--- src/rtl/if_stage.sv ---
// ---------------------------------------------------------------------------
// if_stage -- instruction fetch stage
//
// Fetches one 32-bit instruction at a time from instruction memory, latches
// it for decode, and holds it until the downstream stages report completion.
// It then moves to the next sequential address or to a redirect target.
//
// Build option:
//   IF_MISALIGN_TRAP_EN  When defined, a redirect to a target with
//                        addr[1:0] != 0 parks the stage in S_ERR with
//                        fetch_err=1 until rst. When undefined, the redirect
//                        target is word-aligned by clearing addr[1:0],
//                        S_ERR is never entered, and fetch_err is constant 0.
//
// Ports:
//   clk                input   clock; all state changes on its rising edge
//   rst                input   synchronous active-high reset
//   imem_req           output  fetch request (high in S_FETCH)
//   imem_addr [63:0]   output  fetch address (== pc_cur)
//   imem_ack           input   memory accepts and returns data in-cycle
//   imem_rdata [31:0]  input   fetched instruction
//   inst_done          input   downstream finished the current instruction
//   pc_jmp             input   redirect request, qualified by inst_done
//   pc_jmpaddr [63:0]  input   redirect target
//   inst [31:0]        output  latched instruction
//   pc [63:0]          output  address of the latched instruction
//   pc_cur [63:0]      output  address being / next to be fetched
//   inst_valid         output  inst/pc hold a valid instruction
//   instcycle_cnt_val  output  per-instruction phase counter (saturates 255)
//   fetch_err          output  misaligned-redirect error flag
//   state_dbg [1:0]    output  current FSM state (0 fetch, 1 exec, 2 err)
//
// Handshake: imem_req/imem_addr are driven from registered state only, so
// they stay stable every cycle the stage waits in S_FETCH. A transfer happens
// on any rising edge where imem_req=1 and imem_ack=1; imem_rdata is sampled
// at that edge. inst_done (with pc_jmp/pc_jmpaddr) is a one-cycle completion
// strobe that is only honoured in S_EXEC.
// ---------------------------------------------------------------------------
module if_stage #(
  parameter logic [63:0] RESET_PC = 64'h0000_0000_8000_0000
) (
  input  logic        clk,
  input  logic        rst,
  output logic        imem_req,
  output logic [63:0] imem_addr,
  input  logic        imem_ack,
  input  logic [31:0] imem_rdata,
  input  logic        inst_done,
  input  logic        pc_jmp,
  input  logic [63:0] pc_jmpaddr,
  output logic [31:0] inst,
  output logic [63:0] pc,
  output logic [63:0] pc_cur,
  output logic        inst_valid,
  output logic [7:0]  instcycle_cnt_val,
  output logic        fetch_err,
  output logic [1:0]  state_dbg
);

  typedef enum logic [1:0] {
    S_FETCH = 2'd0,
    S_EXEC  = 2'd1,
    S_ERR   = 2'd2
  } state_t;

  state_t      state_q, state_d;
  logic [63:0] pc_cur_q, pc_cur_d;
  logic [63:0] pc_q, pc_d;
  logic [31:0] inst_q, inst_d;
  logic        valid_q, valid_d;
  logic [7:0]  cnt_q, cnt_d;
  logic        err_q, err_d;

  // ---------------------------------------------------------------------
  // State register
  // ---------------------------------------------------------------------
  always_ff @(posedge clk) begin
    if (rst) begin
      state_q  <= S_FETCH;
      pc_cur_q <= RESET_PC;
      pc_q     <= 64'd0;
      inst_q   <= 32'd0;
      valid_q  <= 1'b0;
      cnt_q    <= 8'd0;
      err_q    <= 1'b0;
    end else begin
      state_q  <= state_d;
      pc_cur_q <= pc_cur_d;
      pc_q     <= pc_d;
      inst_q   <= inst_d;
      valid_q  <= valid_d;
      cnt_q    <= cnt_d;
      err_q    <= err_d;
    end
  end

  // ---------------------------------------------------------------------
  // Next-state logic
  // ---------------------------------------------------------------------
  always_comb begin
    state_d  = state_q;
    pc_cur_d = pc_cur_q;
    pc_d     = pc_q;
    inst_d   = inst_q;
    valid_d  = valid_q;
    cnt_d    = cnt_q;
    err_d    = err_q;

    case (state_q)
      S_FETCH: begin
        if (imem_ack) begin
          inst_d  = imem_rdata;
          pc_d    = pc_cur_q;
          valid_d = 1'b1;
          cnt_d   = 8'd1;
          state_d = S_EXEC;
        end
      end

      S_EXEC: begin
        if (inst_done) begin
          valid_d = 1'b0;
          cnt_d   = 8'd0;
          state_d = S_FETCH;
          if (pc_jmp) begin
`ifdef IF_MISALIGN_TRAP_EN
            pc_cur_d = pc_jmpaddr;
            if (pc_jmpaddr[1:0] != 2'b00) begin
              err_d   = 1'b1;
              state_d = S_ERR;
            end
`else
            pc_cur_d = {pc_jmpaddr[63:2], 2'b00};
`endif
          end else begin
            // Sequential successor; wraps naturally at 2^64.
            pc_cur_d = pc_q + 64'd4;
          end
        end else if (cnt_q != 8'hFF) begin
          cnt_d = cnt_q + 8'd1;
        end
      end

      S_ERR: begin
        // Terminal until rst.
      end

      default: begin
        state_d = S_FETCH;
      end
    endcase
  end

  // ---------------------------------------------------------------------
  // Outputs
  // ---------------------------------------------------------------------
  assign imem_req          = (state_q == S_FETCH);
  assign imem_addr         = pc_cur_q;
  assign inst              = inst_q;
  assign pc                = pc_q;
  assign pc_cur            = pc_cur_q;
  assign inst_valid        = valid_q;
  assign instcycle_cnt_val = cnt_q;
  assign state_dbg         = state_q;

`ifdef IF_MISALIGN_TRAP_EN
  assign fetch_err = err_q;
`else
  // Without the trap the error register never changes; keep it out of the
  // output and mark the otherwise-unread signals.
  logic unused_err;
  assign unused_err = err_q ^ (^pc_jmpaddr[1:0]);
  assign fetch_err  = 1'b0;
`endif

endmodule

--- config.mk ---
export PLATFORM = sky130hd
export DESIGN_NAME = if_stage
export DESIGN_NICKNAME = d
export VERILOG_FILES = /design/src/rtl/if_stage.sv
export SDC_FILE = /design/constraint.sdc
export NUM_CORES = 1
export LEC_CHECK = 0
export ABC_CLOCK_PERIOD_IN_PS = 2200
export BUFFER_PORTS_ARGS = -buffer_cell sky130_fd_sc_hd__buf_2
export CORE_MARGIN = 2
export CORE_UTILIZATION = 44
export DETAILED_ROUTE_END_ITERATION = 10
export PLACE_DENSITY = 0.77
export SYNTH_ARGS = -nofsm -noshare
export SYNTH_HDL_FRONTEND = slang
export SYNTH_SLANG_ARGS = --single-unit
export TNS_END_PERCENT = 100
--- constraint.sdc ---
create_clock -name clk -period 2.2 [get_ports clk]
set_input_delay 0.11 -clock clk [delete_from_list [all_inputs] [get_ports clk]]
set_output_delay 0.11 -clock clk [all_outputs]
set_load 0.05 [all_outputs]
# Yosys cells after proc, flatten, opt, wreduce, memory -nomap -nowiden
# Cells that the tools add are included.
word_totals:
  regBits: 171
  word_cells: 33
classes:
  n_eq_ne: 6
  n_mux: 11
  bitwise: 1
  addsub: 2
  reduce_logical: 7
op_table:
  columns: ["operator", "count"]
  rows:
  - ["adder 64 x 3 -> 64 bit (second input constant)", 1]
  - ["2-to-1 mux 64 bit", 1]
  - ["2-to-1 mux 8 bit", 3]
  - ["case mux 8 bit (2 select lines)", 1]
  - ["AND reduction 3 bit", 3]
  - ["adder 8 x 1 -> 8 bit (second input constant)", 1]
  - ["inequality test 8 bit (second input constant)", 1]
  - ["case mux 2 bit (3 select lines)", 1]
  - ["2-to-1 mux 2 bit", 2]
  - ["AND reduction 2 bit", 2]
  - ["inequality test 3 bit (second input constant)", 1]
  - ["equality test 2 x 1 -> 1 bit (second input constant)", 1]
  - ["equality test 2 bit (second input constant)", 1]
  - ["zero test 2 bit", 1]
  - ["2-to-1 mux 1 bit", 2]
  - ["inequality test 2 x 1 -> 1 bit (second input constant)", 1]
  - ["inequality test 2 bit (second input constant)", 1]
  - ["case mux 1 bit (2 select lines)", 1]
  - ["nonzero test 2 bit", 1]
  - ["inverter 1 bit", 1]

# Logic depth before layout (Yosys ltp)
# Gate-level depths: netlist of run 1.
logic_depth:
  ltp_word: 4
  depth_mapped: 8
  depth_no_buf: 6

# Least setup slack after synthesis of run 1
# Ideal clock, no wire load.
synth_path:
  path_kind: "reg-to-reg"
  start: "register pc_q[27] (netlist: pc[27])"
  end: "register pc_cur_q[57] (netlist: imem_addr[57])"
  period_less_slack_ns: 2.768
  setup_slack_ns: -0.568
  n_path_buf: 2
  setup_time_ns: 0.063
  path_stages_with_launch: 8
  arrival_time_ns: 2.704
  path_cell_list: "dfxtp_1 nand4_2 or4b_4 buf_6 or4_4 buf_6 or4_1 nand3_1"
synth_via:
  elab_chain_len: 2
synth_lines:
  columns: ["item", "line_no", "source"]
  rows:
  - ["start, declared", "68", "logic [63:0] pc_q, pc_d;"]
  - ["start signal, assigned", "89", "pc_q <= pc_d;"]
  - ["adder 64 x 3 -> 64 bit", "137", "pc_cur_d = pc_q + 64'd4;"]
  - ["2-to-1 mux 64 bit", "125", "if (pc_jmp) begin"]
  - ["end signal, assigned", "88", "pc_cur_q <= pc_cur_d;"]
  - ["end, declared", "67", "logic [63:0] pc_cur_q, pc_cur_d;"]
# No other way between the ends.
# A chain may end at the register's enable or synchronous reset.

# Worst setup path in the final report of run 1
layout_path:
  start: "register pc_q[2] (netlist: pc[2])"
  end: "register pc_cur_q[56] (netlist: imem_addr[56])"
# Same word-level chain as after synthesis.

==> flow_summary.ini, run 1 <==
[status]
status = completed

[sta]
period_share_pct = 97.5
worst_pin_slew_ns = 1.01
fin_tns_setup_ns = 0
fmax_mhz = 466
rsz0062_at_grt = yes
relSlewSlack_pct = 32.9
finalSetupViolCount = 0
finalClockSkew_ns = 0.00949
final.min_clock_period_ns = 2.15
hold_violations = 0
final_max_slew_viol_count = 0

[clock_tree]
cts.clk_slew.worst_paths_ns = 0.07
cts_tree = yes
htree_levels = 4
cts_sinks = 169
clk_latency_ns = 0.43
cts.path.max_buffers = 2
root_buffer = clkbuf_16
numCtsBuffers = 17

[yosys]
yosys_register_bits = 169
yosysTopAreaCell = dfxtp_1
synth_area_leaders = dfxtp_1, nand2_1, a21oi_1
syn_area_per_cell_sq_um = 7.74
netlist_area_sq_um = 8410
synth_enable_flop_cells = 0
ys_seq_area_share_pct = 40.2
synthTopCellsByCount = nand2_1, dfxtp_1, a21oi_1
synthCells = 1086
ys_types = 61
async_flop_share_pct = 0
netlist.area_leader.share_pct = 40.2
synthMostInstantiatedCell = nand2_1
synthFlopType = dfxtp_1
yosysWarnings = 0

[flow_run]
cap_violations = 0

[setup_path]
crit_chain = ha_1 -> nand3_1 -> buf_4 -> nor3_1 -> buf_4 -> nand4_1 -> mux2_2 -> nand2_1
worstPathArrival_ns = 2.52
start_kind = flip-flop
critPathMaxFanout = 8
timing.rr.start = pc[2]$_SDFFE_PP0P_
cp-end-kind = flip-flop
critPathLaunch = pc[2]$_SDFFE_PP0P_
critPathMaxStageDelay_ns = 0.38
crit_family = simple AND/OR/NAND/NOR gates
worst_ep_required_time_ns = 2.57
crit_top_cell = buf_4
critPathSlowestCell = dfxtp_4
crit_type = flip-flop to flip-flop
cp_num_buf_inv = 2

[worst_hold_path]
min_from = pc_jmpaddr[23]
hold_class = input port to flip-flop

[power_and_ir_drop]
power.static_leakage_nw = 5.01
power.density_nw_per_um2 = 635
vdd_drop_max_uv = 528

[finish]
nets = 1528
postLayoutCoreUtil_pct = 61.9
layout-drive-gt1-share_pct = 34.6
multiInputGateArea_sq_um = 4280
syn_to_final_growth_pct = 37.8
regArea_sq_um = 3490
design_area_sq_um = 11600
n_fill_cell = 1599

[die]
start_util_pct = 44.9
rows = 50
die_w_microns = 142
die_y_microns = 142
dieArea_sq_um = 20200
pin_count = 338
core_sq_um = 18700

[detailed_routing]
firstDrtPassIters = 8
drc = 0
vias = 9431
routed_wl_microns = 29900
drt-initial-drc-count = 793
antenna_left = 0
via_per_inst = 5.63
routedWlPerCell_microns = 17.9

[grt]
gr-usage-all-layers_pct = 28.6
first_global_vias = 8835
antenna_found_initial = 2
gr-total-overflow = 0
grt_max_degree = 85
grt_pass1_wl_microns = 45600

[placement]
port_buffers = 333
hpwl_microns = 20200
gp_congestion = 0.875
dpl_cell_area_sq_um = 10300
path summary, 6_finish.rpt:
kind / end / cells after the start / slack [ns]
worst min register to register: inst[6]$_SDFFE_PP0P_ / 2 / 0.45
worst max register to register: imem_addr[56]$_SDFFE_PP0P_ / 8 / 0.05
worst min-delay path: imem_addr[23]$_SDFFE_PP0P_ / 3 / 0.02
worst max-delay path: imem_addr[56]$_SDFFE_PP0P_ / 8 / 0.05
cells in the final DEF (no fill, tap or decap), types with 12 or more instances in the layout:
master,instances
a21oi_1,111
a22oi_1,19
a31oi_1,19
and4_1,13
buf_2,332
buf_4,58
clkbuf_16,17
dfxtp_1,130
dfxtp_2,15
dfxtp_4,24
dlygate4sd3_1,72
mux2i_1,13
nand2_1,268
nand3_1,53
nand4_1,22
nor2_1,19
nor3_1,22
nor4_1,14
o21ai_0,38
xnor2_1,28
xor2_1,12
routing by layer:
metal | vias to the layer above | track usage (%) | part of all wire [%]
li1 | 4415 | - | -
met1 | 4423 | 34.5 | 40
met2 | 522 | 48.5 | 48
met3 | 71 | 5.92 | 9.1
met4 | 0 | 13.6 | 3.3
met5 | - | 0 | 0
report_power, final:
| group | switching (mW) | internal [mW] |
|---|---|---|
| clock | 1.32 | 1.63 |
| combinational | 0.842 | 0.354 |
| sequential | 0.0830 | 3.12 |
per-stage QoR:
stage | setup slack [ns] | power (mW) | hold WS, ns | instances
2_1_floorplan | -0.179 | 4.03 | 0.220 | 1087
3_3_place_gp | -0.00965 | 4.34 | 0.333 | 1567
3_5_place_dp | -0.0538 | 4.35 | 0.337 | 1567
4_1_cts | 0.0193 | 7.37 | 0.000993 | 1671
5_1_grt | -0.00131 | 7.59 | 0.0108 | 1674
6_report | 0.0545 | 7.36 | 0.0165 | 1674
flip-flops by register name, indices dropped and copies added (netlist names):
name and count:
instcycle_cnt_val 8, imem_addr 64, pc 64, inst_valid 1
inst 32
tightest hold or removal path: stages:
cell	delay, ns
buf_2	0.08
nand3_1	0.06
o221ai_1	0.15
cells by family after synthesis:
logic type | synth area share [%]
compound gates | 16.8
xor+xnor | 4.17
fa+ha+maj | 0.298
buf+inv | 10.4
flops | 40.2
mux | 1.95
other cells | 0.0446
simple gates | 26.1
timing repair:
item	4_1_cts	5_1_grt
setup endpoints to repair	8	9
pin swaps	0	1
endpoints found under the hold margin	79	0
gates cloned	0	0
buffers inserted	0	1
gates resized for setup	1	6
hold buffers	72	0
area by class of cell:
type	instances	share of cell area, %
clock inverter	12	1.00
tap	234	2.53
clock buffer	20	3.94
inverter	6	0.194
antenna	2	0.0432
sequential	169	30.1
timing repair buffer	467	25.2
multi-input combinational	764	37.0
No activity file was read; power rests on OpenSTA's default activity.
==> run 2: changes to the inputs <==
--- a/config.mk
+++ b/config.mk
@@ -7,6 +7,7 @@
 export LEC_CHECK = 0
 export ABC_CLOCK_PERIOD_IN_PS = 2200
 export BUFFER_PORTS_ARGS = -buffer_cell sky130_fd_sc_hd__buf_2
+export CORE_ASPECT_RATIO = 1.1
 export CORE_MARGIN = 2
 export CORE_UTILIZATION = 44
 export DETAILED_ROUTE_END_ITERATION = 10
==> run 2 against run 1 <==
  * Final cell count rose by 1.0%
  * Clock skew rose by 0.0041 ns
  * Sequential power barely moved
  * Die area barely moved
  * Clock power rose by 6%
  * Cell area rose by 0.46%
  * Register-to-register slack got worse by 0.03 ns
  * Via count fell by 0.42%
  * Global-route usage rose by 0.55 points
  * Combinational power barely moved
  * Sequential share of layout area fell by 0.14 points
  * Utilization fell by 0.35 points
  * Largest power group unchanged
==> flow_summary.ini, run 2 (same netlist as run 1, synthesis figures left out) <==
[status]
status = completed

[finish]
layout-drive-gt1-share_pct = 34.6
syn_to_final_growth_pct = 38.4
diodes = 0
fin_cells = 1691
layout_common_cells = buf_2, nand2_1, dfxtp_1
final_common_cell = buf_2
postLayoutCoreUtil_pct = 61.6
nets = 1534

[placement]
hpwl_microns = 20300
gp_congestion = 0.938
port_buffers = 333
dp_cells = 1586

[setup_path]
crit_path_end = imem_addr[47]$_SDFFE_PP0P_
start_kind = flip-flop
reg2reg_to = imem_addr[47]$_SDFFE_PP0P_
critPathMaxFanout = 9
cp-end-kind = flip-flop
worstPathArrival_ns = 2.50
timing.rr.start = pc[29]$_SDFFE_PP0P_
worst_ep_required_time_ns = 2.52
critPathLaunch = pc[29]$_SDFFE_PP0P_
ff2ff_path_depth = 7
crit_type = flip-flop to flip-flop
rrSetupSlack_ns = 0.02

[clock_tree]
cts_sinks = 169
cts.path.max_buffers = 2
cts.clk_slew.worst_paths_ns = 0.08
clk_latency_ns = 0.44
root_buffer = clkbuf_16
cts_tree = yes
postCtsSetupBuffers = 0
numCtsBuffers = 17
htree_levels = 4

[sta]
fmax_mhz = 459
period_share_pct = 99.0
final.min_clock_period_ns = 2.18
worst_pin_slew_ns = 0.725
hold_slack_ns = 0.0103
relSlewSlack_pct = 51.7
hold_violations = 0
rsz0062_at_grt = no
final_max_slew_viol_count = 0
finalClockSkew_ns = 0.0135
finalSetupViolCount = 0

[power_and_ir_drop]
p_switching_mw = 2.36
swShare_pct = 31.2
p_seq_share_pct = 42.4
power.static_leakage_nw = 5.06
power.density_nw_per_um2 = 650
power_report.internal_total_mw = 5.20
p_clk_share_pct = 41.7
vdd_drop_max_uv = 504
finalPower_mw = 7.56
pwr-share-comb_pct = 15.9

[grt]
grt_pass1_wl_microns = 46300
gr-total-overflow = 0
first_global_vias = 8976
antenna_found_initial = 0
grt_max_degree = 66
gr-usage-all-layers_pct = 29.1

[die]
dieArea_sq_um = 20200
pin_count = 338
start_util_pct = 44.5
die_y_microns = 149
core_sq_um = 18900
rows = 53
die_w_microns = 136

[detailed_routing]
vias = 9391
drc = 0
antenna_left = 0
via_per_inst = 5.55
routed_wl_microns = 30200
firstDrtPassIters = 5
routedWlPerCell_microns = 17.9
drt-initial-drc-count = 611

[flow_run]
cap_violations = 0

[worst_hold_path]
hold_class = input port to flip-flop
## run 2: cell types whose count changed in the layout (fill, tap and decap cells not counted), moves of 2 or more
cell        before  now
diode_2          2    0
nor4_1          14   17
clkinvlp_4       3    1
inv_6            3    9
buf_4           58   64
inv_8            0    2
nor4_2          10    7
clkbuf_8         2    0
clkinv_4         3    0
## run 2: layout make-up
class / count / area [sq um]
timing repair buffer: 473 / 2950
multi-input combinational: 764 / 4260
clock buffer: 17 / 425
tap: 247 / 309
inverter: 6 / 22.5
sequential: 169 / 3490
clock inverter: 15 / 174
fill: 1612 / 7260
## run 2: repair_timing
item | in CTS | in global routing
hold buffers | 73 | 0
resized for setup | 1 | 1
hold endpoints to repair | 73 | 0
pin swaps | 0 | 1
setup endpoints to repair | 1 | 3
## run 2: worst min path at each step
stage | startpoint | endpoint | slack [ns] | cells past startpoint
2_1_floorplan | imem_ack | inst_valid$_SDFFE_PP0P_ | 0.22 | 1
6_report | pc_jmpaddr[4] | imem_addr[4]$_SDFFE_PP0P_ | 0.01 | 3
4_1_cts | pc_jmpaddr[63] | imem_addr[63]$_SDFFE_PP0P_ | 0.002 | 4
5_1_grt | pc_jmpaddr[28] | imem_addr[28]$_SDFFE_PP0P_ | 0.01 | 3
3_5_place_dp | pc_jmpaddr[36] | imem_addr[36]$_SDFFE_PP0P_ | 0.34 | 3
3_3_place_gp | pc_jmpaddr[59] | imem_addr[59]$_SDFFE_PP0P_ | 0.34 | 3
## run 2: power by group through the flow
stage          sequential [mW]  combinational [mW]  clock (mW)
2_1_floorplan             3.56               0.477           0
3_3_place_gp              3.27                1.09           0
3_5_place_dp              3.27                1.09           0
4_1_cts                   3.20                1.19        3.19
5_1_grt                   3.22                1.27        3.32
6_report                  3.21                1.21        3.15
## run 2: through the flow
stage | worst slack [ns] | area, sq um | TNS [ns]
CTS | 0.0137 | 11600 | 0
floorplan | -0.179 | 8600 | -0.937
finish | 0.0214 | 11600 | 0
detailed placement | -0.0158 | 10300 | -0.0158
global route | 0.0102 | 11600 | 0
global placement | 0.0349 | 10300 | 0
## run 2: critical path, cell delays in order, from the launching register on
cell and delay, ns:
dfxtp_4 0.36, nand4_4 0.12, or4b_4 0.55, buf_4 0.19
nor4_1 0.34, buf_4 0.19, mux2i_1 0.07, a221o_1 0.25
## run 2: layer usage
| layer | up-vias | global-route usage [%] | part of all wire, % |
|---|---|---|---|
| met5 | - | 0 | 0 |
| met4 | 0 | 12.7 | 3.0 |
| met3 | 65 | 6.52 | 8.6 |
| met2 | 481 | 49.5 | 49 |
| met1 | 4416 | 35.2 | 40 |
| li1 | 4429 | - | - |
==> run 3: changes to the inputs <==
--- a/config.mk
+++ b/config.mk
@@ -11,7 +11,7 @@
 export CORE_MARGIN = 2
 export CORE_UTILIZATION = 44
 export DETAILED_ROUTE_END_ITERATION = 10
-export PLACE_DENSITY = 0.77
+export PLACE_DENSITY_LB_ADDON = 0.08
 export SYNTH_ARGS = -nofsm -noshare
 export SYNTH_HDL_FRONTEND = slang
 export SYNTH_SLANG_ARGS = --single-unit
==> run 3 against run 2 <==
  * First-iteration DRC count rose by 2.3%
  * Sequential power barely moved
  * Worst setup slack improved by 0.063 ns
  * Clock skew rose by 0.0013 ns
  * Critical endpoint is now imem_addr[43]$_SDFFE_PP0P_
  * Largest power group unchanged
==> flow_summary.ini, run 3 (same netlist as run 1, synthesis figures left out) <==
[detailed_routing]
drc = 0
routedWlPerCell_microns = 17.1
drt-initial-drc-count = 625
via_per_inst = 5.35
vias = 9095
routed_wl_microns = 29000
firstDrtPassIters = 5
antenna_left = 0

[setup_path]
ff2ff_path_depth = 7
crit_top_cell = buf_4
critPathMaxFanout = 9
crit_type = flip-flop to flip-flop
start_kind = flip-flop
rrSetupSlack_ns = 0.08
crit_chain = nand4_4 -> or4b_4 -> buf_4 -> nor4_1 -> buf_4 -> mux2i_1 -> a221o_1
worst_ep_required_time_ns = 2.52
timing.rr.start = pc[28]$_SDFFE_PP0P_
critPathSlowestCell = or4b_4
cp_num_buf_inv = 2
critPathMaxStageDelay_ns = 0.53
worstPathArrival_ns = 2.43
cp-end-kind = flip-flop
reg2reg_to = imem_addr[43]$_SDFFE_PP0P_
crit_family = simple AND/OR/NAND/NOR gates

[die]
die_y_microns = 149
pin_count = 338
dieArea_sq_um = 20200
rows = 53
core_sq_um = 18900
start_util_pct = 44.5
die_w_microns = 136

[grt]
gr-usage-all-layers_pct = 28.1
first_global_vias = 8400
grt_max_degree = 59
gr-total-overflow = 0
antenna_found_initial = 2
grt_pass1_wl_microns = 45000

[sta]
worst_pin_slew_ns = 0.642
finalClockSkew_ns = 0.0149
fmax_mhz = 473
period_share_pct = 96.2
fin_tns_setup_ns = 0
hold_violations = 0
final_max_slew_viol_count = 0
finalSetupViolCount = 0
rsz0062_at_grt = no
fin_ws_ns = 0.0846
final.min_clock_period_ns = 2.12
relSlewSlack_pct = 57.2

[clock_tree]
root_buffer = clkbuf_16
cts.clk_slew.worst_paths_ns = 0.07
htree_levels = 4
cts_sinks = 169
clk_latency_ns = 0.44
cts.path.max_buffers = 2
numCtsBuffers = 17
cts_tree = yes

[status]
status = completed

[power_and_ir_drop]
power.density_nw_per_um2 = 636
finalPower_mw = 7.44
power.static_leakage_nw = 5.10
vdd_drop_max_uv = 544

[placement]
detailedPlace.worstSlack_ns = 0.00285
dp_cells = 1590
dpl_cell_area_sq_um = 10300
port_buffers = 333
gp_congestion = 0.839
hpwl_microns = 20100

[finish]
final_common_cell = buf_2
nets = 1541
layout_common_cells = buf_2, nand2_1, dfxtp_1
layout-drive-gt1-share_pct = 35.0
design_area_sq_um = 11700
syn_to_final_growth_pct = 39.3
fin_cells = 1700

[flow_run]
cap_violations = 0

[worst_hold_path]
hold-path-cell-count = 4
min_to = imem_addr[54]$_SDFFE_PP0P_
min_from = pc_jmpaddr[54]
hold_class = input port to flip-flop
[run 3: layout make-up]
| class | instances | area [sq um] |
|---|---|---|
| Antenna cell | 2 | 5.00 |
| Clock buffer | 19 | 464 |
| Tap cell | 247 | 309 |
| Timing Repair Buffer | 480 | 3010 |
| Sequential cell | 169 | 3490 |
| Fill cell | 1717 | 7190 |
| Clock inverter | 13 | 130 |
| Multi-Input combinational cell | 764 | 4280 |
| Inverter | 6 | 22.5 |
[run 3: report_power, final]
group	internal, mW	total (mW)	switching [mW]
clock	1.69	3.05	1.36
combinational	0.364	1.20	0.839
sequential	3.12	3.19	0.0716
total	5.17	7.44	2.27
[run 3: how the worst max path moves through the flow]
stage / startpoint / endpoint / cells after the start
after global routing: pc[25]$_SDFFE_PP0P_ / imem_addr[43]$_SDFFE_PP0P_ / 7
after floorplan: pc[19]$_SDFFE_PP0P_ / imem_addr[57]$_SDFFE_PP0P_ / 7
after detailed placement: pc[3]$_SDFFE_PP0P_ / imem_addr[36]$_SDFFE_PP0P_ / 6
after CTS: pc[3]$_SDFFE_PP0P_ / imem_addr[56]$_SDFFE_PP0P_ / 7
after global placement: pc[3]$_SDFFE_PP0P_ / imem_addr[52]$_SDFFE_PP0P_ / 6
final: pc[28]$_SDFFE_PP0P_ / imem_addr[43]$_SDFFE_PP0P_ / 7
[run 3: worst reg2reg max path, stage by stage, from the launching register on]
cell and delay [ns]:
dfxtp_4 0.36, nand4_4 0.11, or4b_4 0.53, buf_4 0.19, nor4_1 0.28, buf_4 0.19
mux2i_1 0.07, a221o_1 0.27
[run 3: metrics by stage]
step                      hold WS [ns]  util (%)
after floorplan                  0.220         -
after global placement           0.335      54.7
after detailed placement         0.336      54.7
after CTS                      0.00374      61.8
after global routing            0.0250      62.0
final                           0.0154      62.0
[run 3: what timing repair did]
action	in CTS	in global routing
endpoints found under the hold margin	75	0
resized for setup	1	5
endpoints found under the setup margin	2	17
buffers inserted	0	1
pin swaps	1	2
hold buffers	75	0
[run 3: per-layer routing]
layer / vias up / share of wire, % / global-route usage [%]
li1: 4456 / - / -
met1: 4232 / 43 / 36.3
met2: 378 / 49 / 47.1
met3: 29 / 7.2 / 6.18
met4: 0 / 1.4 / 7.76
met5: - / 0 / 0
